[config.mk]
export PLATFORM = sky130hd
export DESIGN_NAME = keyboard_nmi_receiver
export DESIGN_NICKNAME = d
export VERILOG_FILES = /design/src/rtl/keyboard_nmi_receiver.sv
export SDC_FILE = /design/constraint.sdc
export NUM_CORES = 1
export LEC_CHECK = 0
export ABC_AREA = 1
export CAP_MARGIN = 20
export CORE_MARGIN = 5
export CORE_UTILIZATION = 50
export DETAILED_ROUTE_END_ITERATION = 7
export PLACE_DENSITY_LB_ADDON = 0.25
export SLEW_MARGIN = 20
export SYNTH_ARGS = -nofsm -noshare
export SYNTH_HDL_FRONTEND = slang
export SYNTH_SLANG_ARGS = --single-unit
[constraint.sdc]
create_clock -name clock -period 4.28 [get_ports clock]
set_input_delay 0.428 -clock clock [delete_from_list [all_inputs] [get_ports clock]]
set_output_delay 0.428 -clock clock [all_outputs]
set_load 0.01 [all_outputs]
[src/rtl/keyboard_nmi_receiver.sv]
// keyboard_nmi_receiver
//   Deserialises biphase-encoded keyboard frames (start, d0..d7 LSB first,
//   odd parity, stop) into scan codes and raises an NMI request on every
//   completed or failed frame.
// Ports
//   clock, reset_n          system clock, async active-low reset
//   sample_enable           one-clock tick strobe, receiver timebase
//   KBD_DATA                raw serial line (async, idle low)
//   chip_select_n, address  port decode; address 0 = scan code, 1 = status/ctrl
//   read_enable_n,
//   write_enable_n          I/O strobes, acted upon at their rising edge
//   data_bus_in/out         write data / selected register (combinational)
//   NMI                     registered NMI request
// BIT_HALF_TICKS must be even and >= 4.
module keyboard_nmi_receiver #(
  parameter int BIT_HALF_TICKS = 8
) (
  input  logic       clock,
  input  logic       reset_n,
  input  logic       sample_enable,
  input  logic       KBD_DATA,
  input  logic       chip_select_n,
  input  logic       address,
  input  logic       read_enable_n,
  input  logic       write_enable_n,
  input  logic [7:0] data_bus_in,
  output logic [7:0] data_bus_out,
  output logic       NMI
);
  localparam int H  = BIT_HALF_TICKS;
  localparam int CW = $clog2(4*H + 1);
  localparam logic [CW-1:0] T_H1   = CW'(H/2);
  localparam logic [CW-1:0] T_H2   = CW'(H + H/2);
  localparam logic [CW-1:0] T_WRAP = CW'(2*H - 1);
  localparam logic [CW-1:0] T_RCV  = CW'(4*H - 1);

  typedef enum logic [1:0] {S_IDLE, S_CELL, S_STOP, S_RECOVER} state_t;

  state_t        state_q, state_d;
  logic [CW-1:0] cnt_q, cnt_d;
  logic [3:0]    idx_q, idx_d;
  logic          h1_q, h1_d;
  logic [7:0]    shift_q, shift_d;
  logic [7:0]    scan_q, scan_d;
  logic          full_q, full_d, perr_q, perr_d, ferr_q, ferr_d, ovr_q, ovr_d;
  logic          latch_q, latch_d, en_q, en_d, nmi_q;
  logic          kd_meta_q, kd_q, kd_prev_q;
  logic          re_n_q, we_n_q, cs_n_q, addr_q, din7_q, din0_q;
  logic          kd_rise, rd_fire, wr_fire, flush;
  logic          frame_ok, perr_set, ferr_set;
  logic [7:0]    status;
  logic          unused_din;

  assign unused_din = ^data_bus_in[6:1];

  assign kd_rise = kd_q & ~kd_prev_q;
  // Bus cycles act on the strobe's rising edge, using the address/data
  // captured while the strobe was still low.
  assign rd_fire = ~re_n_q & read_enable_n  & ~cs_n_q;
  assign wr_fire = ~we_n_q & write_enable_n & ~cs_n_q;
  assign flush   = wr_fire & addr_q & din0_q;

  // Receiver FSM
  always_comb begin
    state_d  = state_q;
    cnt_d    = cnt_q;
    idx_d    = idx_q;
    h1_d     = h1_q;
    shift_d  = shift_q;
    frame_ok = 1'b0;
    perr_set = 1'b0;
    ferr_set = 1'b0;
    case (state_q)
      S_IDLE: if (kd_rise) begin
        state_d = S_CELL;
        cnt_d   = '0;
        idx_d   = '0;
      end
      S_CELL: if (sample_enable) begin
        cnt_d = cnt_q + CW'(1);
        if (cnt_q == T_H1) h1_d = kd_q;
        if (cnt_q == T_WRAP) begin
          cnt_d = '0;
          if (idx_q == 4'd9) state_d = S_STOP;
          else               idx_d   = idx_q + 4'd1;
        end
        if (cnt_q == T_H2) begin
          // no mid-cell transition, or a start cell that decodes as 0
          if ((h1_q == kd_q) || (idx_q == 4'd0 && !h1_q)) begin
            ferr_set = 1'b1;
            state_d  = S_RECOVER;
            cnt_d    = '0;
          end else if (idx_q == 4'd9) begin
            if (!(^{h1_q, shift_q})) begin
              perr_set = 1'b1;
              state_d  = S_RECOVER;
              cnt_d    = '0;
            end
          end else if (idx_q != 4'd0) begin
            shift_d = {h1_q, shift_q[7:1]};
          end
        end
      end
      S_STOP: if (sample_enable) begin
        cnt_d = cnt_q + CW'(1);
        if ((cnt_q == T_H1 || cnt_q == T_H2) && kd_q) begin
          ferr_set = 1'b1;
          state_d  = S_RECOVER;
          cnt_d    = '0;
        end else if (cnt_q == T_H2) begin
          frame_ok = 1'b1;
          state_d  = S_IDLE;
          cnt_d    = '0;
        end
      end
      S_RECOVER: begin
        // counts ticks of continuous low line; any high restarts the wait
        if (kd_q) cnt_d = '0;
        else if (sample_enable) begin
          if (cnt_q == T_RCV) begin
            state_d = S_IDLE;
            cnt_d   = '0;
          end else begin
            cnt_d = cnt_q + CW'(1);
          end
        end
      end
      default: state_d = S_IDLE;
    endcase
    if (flush) begin
      state_d  = (state_q == S_IDLE) ? S_IDLE : S_RECOVER;
      cnt_d    = '0;
      frame_ok = 1'b0;
      perr_set = 1'b0;
      ferr_set = 1'b0;
    end
  end

  // Flags and registers. Read clears are applied before new sets so that
  // a frame landing on a scan-code read loads cleanly and sets win races.
  always_comb begin
    scan_d  = scan_q;
    full_d  = full_q;
    perr_d  = perr_q;
    ferr_d  = ferr_q;
    ovr_d   = ovr_q;
    latch_d = latch_q;
    en_d    = en_q;
    if (rd_fire && !addr_q) full_d = 1'b0;
    if (rd_fire && addr_q) begin
      perr_d  = 1'b0;
      ferr_d  = 1'b0;
      ovr_d   = 1'b0;
      latch_d = 1'b0;
    end
    if (wr_fire && addr_q) begin
      en_d = din7_q;
      if (din0_q) full_d = 1'b0;
    end
    if (frame_ok) begin
      latch_d = 1'b1;
      if (full_d) ovr_d = 1'b1;
      else begin
        full_d = 1'b1;
        scan_d = shift_q;
      end
    end
    if (perr_set) begin
      perr_d  = 1'b1;
      latch_d = 1'b1;
    end
    if (ferr_set) begin
      ferr_d  = 1'b1;
      latch_d = 1'b1;
    end
  end

  always_ff @(posedge clock or negedge reset_n) begin
    if (!reset_n) begin
      kd_meta_q <= 1'b0;
      kd_q      <= 1'b0;
      kd_prev_q <= 1'b0;
      state_q   <= S_IDLE;
      cnt_q     <= '0;
      idx_q     <= '0;
      h1_q      <= 1'b0;
      shift_q   <= '0;
      scan_q    <= '0;
      full_q    <= 1'b0;
      perr_q    <= 1'b0;
      ferr_q    <= 1'b0;
      ovr_q     <= 1'b0;
      latch_q   <= 1'b0;
      en_q      <= 1'b0;
      nmi_q     <= 1'b0;
      // strobe history resets to the inactive level so no cycle fires
      re_n_q    <= 1'b1;
      we_n_q    <= 1'b1;
      cs_n_q    <= 1'b1;
      addr_q    <= 1'b0;
      din7_q    <= 1'b0;
      din0_q    <= 1'b0;
    end else begin
      kd_meta_q <= KBD_DATA;
      kd_q      <= kd_meta_q;
      kd_prev_q <= kd_q;
      state_q   <= state_d;
      cnt_q     <= cnt_d;
      idx_q     <= idx_d;
      h1_q      <= h1_d;
      shift_q   <= shift_d;
      scan_q    <= scan_d;
      full_q    <= full_d;
      perr_q    <= perr_d;
      ferr_q    <= ferr_d;
      ovr_q     <= ovr_d;
      latch_q   <= latch_d;
      en_q      <= en_d;
      nmi_q     <= latch_q & en_q;
      re_n_q    <= read_enable_n;
      we_n_q    <= write_enable_n;
      cs_n_q    <= chip_select_n;
      addr_q    <= address;
      din7_q    <= data_bus_in[7];
      din0_q    <= data_bus_in[0];
    end
  end

  assign status       = {en_q, 2'b00, (state_q != S_IDLE), ovr_q, ferr_q, perr_q, full_q};
  assign data_bus_out = address ? status : scan_q;
  assign NMI          = nmi_q;

endmodule
== Word-level counts from Yosys, hierarchy flattened ==
Index checks and enable logic that the tools add are counted.

* Flip-flop bits (word level): 45
* Bits in latches: 0
* Memory bits (writable): 0
* Memory bits (read-only): 0
* Output and inout port bits: 9
* Memories: 0

* Add/sub/neg operators: 2
* Multipliers: 0
* Div/mod/pow operators: 0
* Magnitude comparators: 0
* Equal/unequal tests: 21
* Shifts and indexed selects: 0
* Multiplexer cells: 70
* Bitwise operators: 15
* Reduce and logical (&&, ||, !) cells: 24

{| class="wikitable"
|+ Operators with widths
! operator !! number
|-
| $mux 6 || 14
|-
| $mux 2 || 16
|-
| $mux 1 || 31
|-
| $pmux 6 s4 || 1
|-
| $ne 3x3->1 const B || 6
|-
| $mux 4 || 4
|-
| $eq 6x4->1 const B || 2
|-
| $reduce_xor 9->1 || 1
|-
| $and 1x1->1 || 8
|-
| $mux 8 || 1
|-
| $ne 2x2->1 const B || 4
|-
| $ne 4x4->1 const B || 2
|-
| $pmux 2 s4 || 1
|-
| $pmux 4 s2 || 1
|-
| $reduce_bool 2->1 || 4
|-
| $reduce_bool 4->1 || 2
|-
| $not 1->1 || 7
|-
| $reduce_and 7->1 || 1
|-
| $add 6x1->6 const B || 1
|-
| $eq 6x3->1 const B || 1
|-
| $eq 6x5->1 const B || 1
|-
| $reduce_and 6->1 || 1
|-
| $logic_and 1x1->1 || 5
|-
| $reduce_and 5->1 || 1
|-
| other kinds (13) || 16
|}

== Longest topological paths before layout ==
* Depth after elaboration: 10
* Mapped depth: 13
* Gate-level depth less buffers: 13

== Worst setup path after synthesis ==
OpenSTA, ideal clock, no wires.

* Kind: register to register
* Start point: register state_q[0]
* End point: register cnt_q[2]
* Arrival: 1.548 ns
* Setup slack: 2.666 ns
* Stages on the path, launching flop included: 10
* Buffers on the path: 0
* Cells stage by stage: dfrtp_1 -> inv_1 -> ha_1 -> inv_1 -> nor2_2 -> o21ai_4 -> o31ai_4 -> nor3_4 -> nand3_1 -> nand2_1

* Word-level cells in the longest chain between the ends: 3
* Elaborated cells on any way between the ends: 11

{| class="wikitable"
|+ Ends and longest elaborated chain
! what !! RTL line !! RTL
|-
| start: declaration || 39 || <nowiki>state_t state_q, state_d;</nowiki>
|-
| start signal: assignment || 207 || <nowiki>state_q <= state_d;</nowiki>
|-
| $eq 2x2->1 (tied with other cells) || 73 || <nowiki>case (state_q)</nowiki>
|-
| $ne 4x4->1 (no source line) (tied with other cells) || n/a ||
|-
| $reduce_and 4->1 (no source line) or $mux 6 (tied branches) || n/a ||
|-
| end signal: assignment || 208 || <nowiki>cnt_q <= cnt_d;</nowiki>
|-
| end: declaration || 40 || <nowiki>logic [CW-1:0] cnt_q, cnt_d;</nowiki>
|}

Parallel ways exist; a longest one is shown, timed or not.
A chain may end at the register's enable or synchronous reset.

== Worst setup path after layout ==
* Start point: register state_q[0]
* End point: output data_bus_out[4]

* Word-level cells in the longest chain between the ends: 2

{| class="wikitable"
|+ Ends and longest elaborated chain
! what !! RTL line !! RTL
|-
| $reduce_bool 2->1 || 229 || <nowiki>assign status = {en_q, 2'b00, (state_q != S_IDLE), ovr_q, ferr_q, perr_q, full_q};</nowiki>
|-
| $mux 8 || 230 || <nowiki>assign data_bus_out = address ? status : scan_q;</nowiki>
|-
| end: declaration || 27 || <nowiki>output logic [7:0] data_bus_out,</nowiki>
|}

Every way passes these cells.

==> reports/results.ini <==
[worst_setup_path]
crit_path_start_kind=register
cp-end-kind=output pin
required_ns=3.85
worstPathMaxFanout=5
worst-setup-path-type=reg -> out
crit_arrival_ns=2.05

[sta]
fin_crit_sh_pct=57.9
rsz0062_at_grt=no
max_slew_margin_pct=62.4
max_freq_mhz=404
worstMarginPinSlew_ns=0.564
period_minus_slack_ns=2.48
finalHoldViolations=0
setup_viol=0
setup_tns_ns=0
worst_slack_ns=1.80
timing.final.max_slew_violations=0
skew_ns=0.00983

[logic_synthesis]
yosysTopAreaCellShare_pct=41.2
synth-async-reset-ratio_pct=100
syn_inst=323
ys_warn_count=0
synth_ff_type=dfrtp_1
synth.distinct_cells=33
yosysSeqAreaShare_pct=44.3
postSynthAreaPerCell_sq_um=7.89
syn-num-nets=348
yosysTopAreaCell=dfrtp_1
synth_edf_count=0
synth_seq_cells=45
yosys-top-cells-area=dfrtp_1 41%, nand2_1 16%, inv_1 6.3%
synth_area_sq_um=2550

[status]
status=completed

[drt]
routed_via_density=4.99
dr.pass1.iters=5
drt_wl_total_um=4960
drc_errors=0
wl_per_cell_um=11.9
detail-route-antenna-nets=0
drt_first_iter_violations=124
vias=2076

[placement]
port_buffers=18
dpl.hpwl_um=3680
place_congestion=0.939
place_ws_ns=1.90
dpl.cell_count=408

[die]
die_h_um=81.4
die_area_sq_um=6630
start_util_pct=50.6
io_pins=25
die_x_um=81.4
core_region_area_sq_um=5040
rows=26

[global_routing]
grt_pass1_vias=2053
antenna_found_initial=0
grt_max_degree=46
grt-ovfl-total=0
grt_pass1_wl_um=9000
track_usage_pct=17.5

[finish]
syn_to_final_growth_pct=13.9
final_nets=370
drive_gt1_share_pct=13.0
insertedDiodeCount=0
fin_cells=416

[pwr]
peakVddDrop_v=0.000248
leakagePower_nw=1.45
powerDensity_nw_per_um2=372

[clocking]
cts_resized=0
path_clk_slew_ns=0.09
cts_max_level=2
post_cts_buffers=0
clkSinkCount=45
ctsRootBufferMaster=clkbuf_8
numCtsBuffers=5
hold_buffers=0
clk_latency_ns=0.29
clock_path_buffers=2
tritoncts=built

[min_path]
holdCritPathClass=in -> async

[run]
max-cap-violations=0

-- worst paths after layout --
path	cells past startpoint	slack, ns	end	from
min	1	0.12	cnt_q[2]	reset_n
min in group clock	0	0.36	kd_q	kd_meta_q
max	6	1.80	data_bus_out[4]	state_q[0]
max reg2reg	9	2.30	cnt_q[5]	state_q[0]
min reg2reg	0	0.36	kd_q	kd_meta_q
max in group asynchronous	1	3.76	h1_q	reset_n
-- worst max-delay path: stages (launching register included) --
cell             delay (ns)
dfrtp_1                0.44
inv_1                  0.09
ha_1                   0.28
inv_1                  0.23
nand2_1                0.07
o21ai_0                0.09
clkdlybuf4s50_1        0.56
-- cell usage after synthesis, drive strengths merged (3+ instances only) --
master	number
inv	49
ha	9
dfstp	3
nor2	27
a21oi	4
nor3	6
dfrtp	42
o21ai	31
nand4	4
nand2	109
nand3	26
-- cells in the final DEF (no fill, tap or decap), types with 6 or more instances in the layout --
cell / instances
nand2_1: 107
inv_1: 43
dfrtp_1: 42
nand3_1: 23
nor2_1: 22
o21ai_0: 19
clkdlybuf4s50_1: 17
ha_1: 9
o21ai_2: 8
inv_2: 6
clkbuf_8: 6
-- cell type report --
cell class / count / area, sq um
Fill cell: 469 / 2140
Multi-Input combinational cell: 226 / 1210
Sequential cell: 45 / 1130
Inverter: 49 / 184
Timing Repair Buffer: 18 / 178
Tap cell: 70 / 87.6
Clock buffer: 7 / 86.3
Clock inverter: 1 / 30.0
-- metal layers --
metal	up-vias	track usage (%)	part of all wire, %
li1	1064	-	-
met1	987	21.7	46
met3	4	3.62	3.0
met2	21	30.2	50
met4	0	6.08	1.1
met5	-	0	0
-- registers in the layout, summed over array words and instances, names as in the netlist, 2 cells and up --
register,cells
idx_q,4
cnt_q,6
state_q,2
scan_q,8
shift_q,8
-- report_power, final --
group	total [W]	internal [W]	switching, W
sequential	0.000479	0.000452	0.0000267
combinational	0.000271	0.000103	0.000168
clock	0.000331	0.000190	0.000141
-- cell families after synthesis --
| kind of cell | count (synthesis) | share of synthesized area, % |
|---|---|---|
| flops | 45 | 44.3 |
| xor+xnor | 2 | 0.687 |
| mux | 1 | 0.442 |
| compound gates | 39 | 10.5 |
| simple gates | 175 | 31.4 |
| fa+ha+maj | 9 | 4.42 |
| buf+inv | 52 | 8.24 |
-- through the flow --
stage / hold WS, ns / util, % / power, W / cell area (sq um)
detailed placement: 0.342 / 55.3 / 0.000761 / 2790
CTS: 0.323 / 57.6 / 0.00110 / 2900
floorplan: 0.132 / - / 0.000676 / 2550
finish: 0.122 / 57.6 / 0.00108 / 2910
global placement: 0.336 / 55.3 / 0.000755 / 2790
global route: 0.173 / 57.6 / 0.00115 / 2910
(Power assumes the default switching activity.)
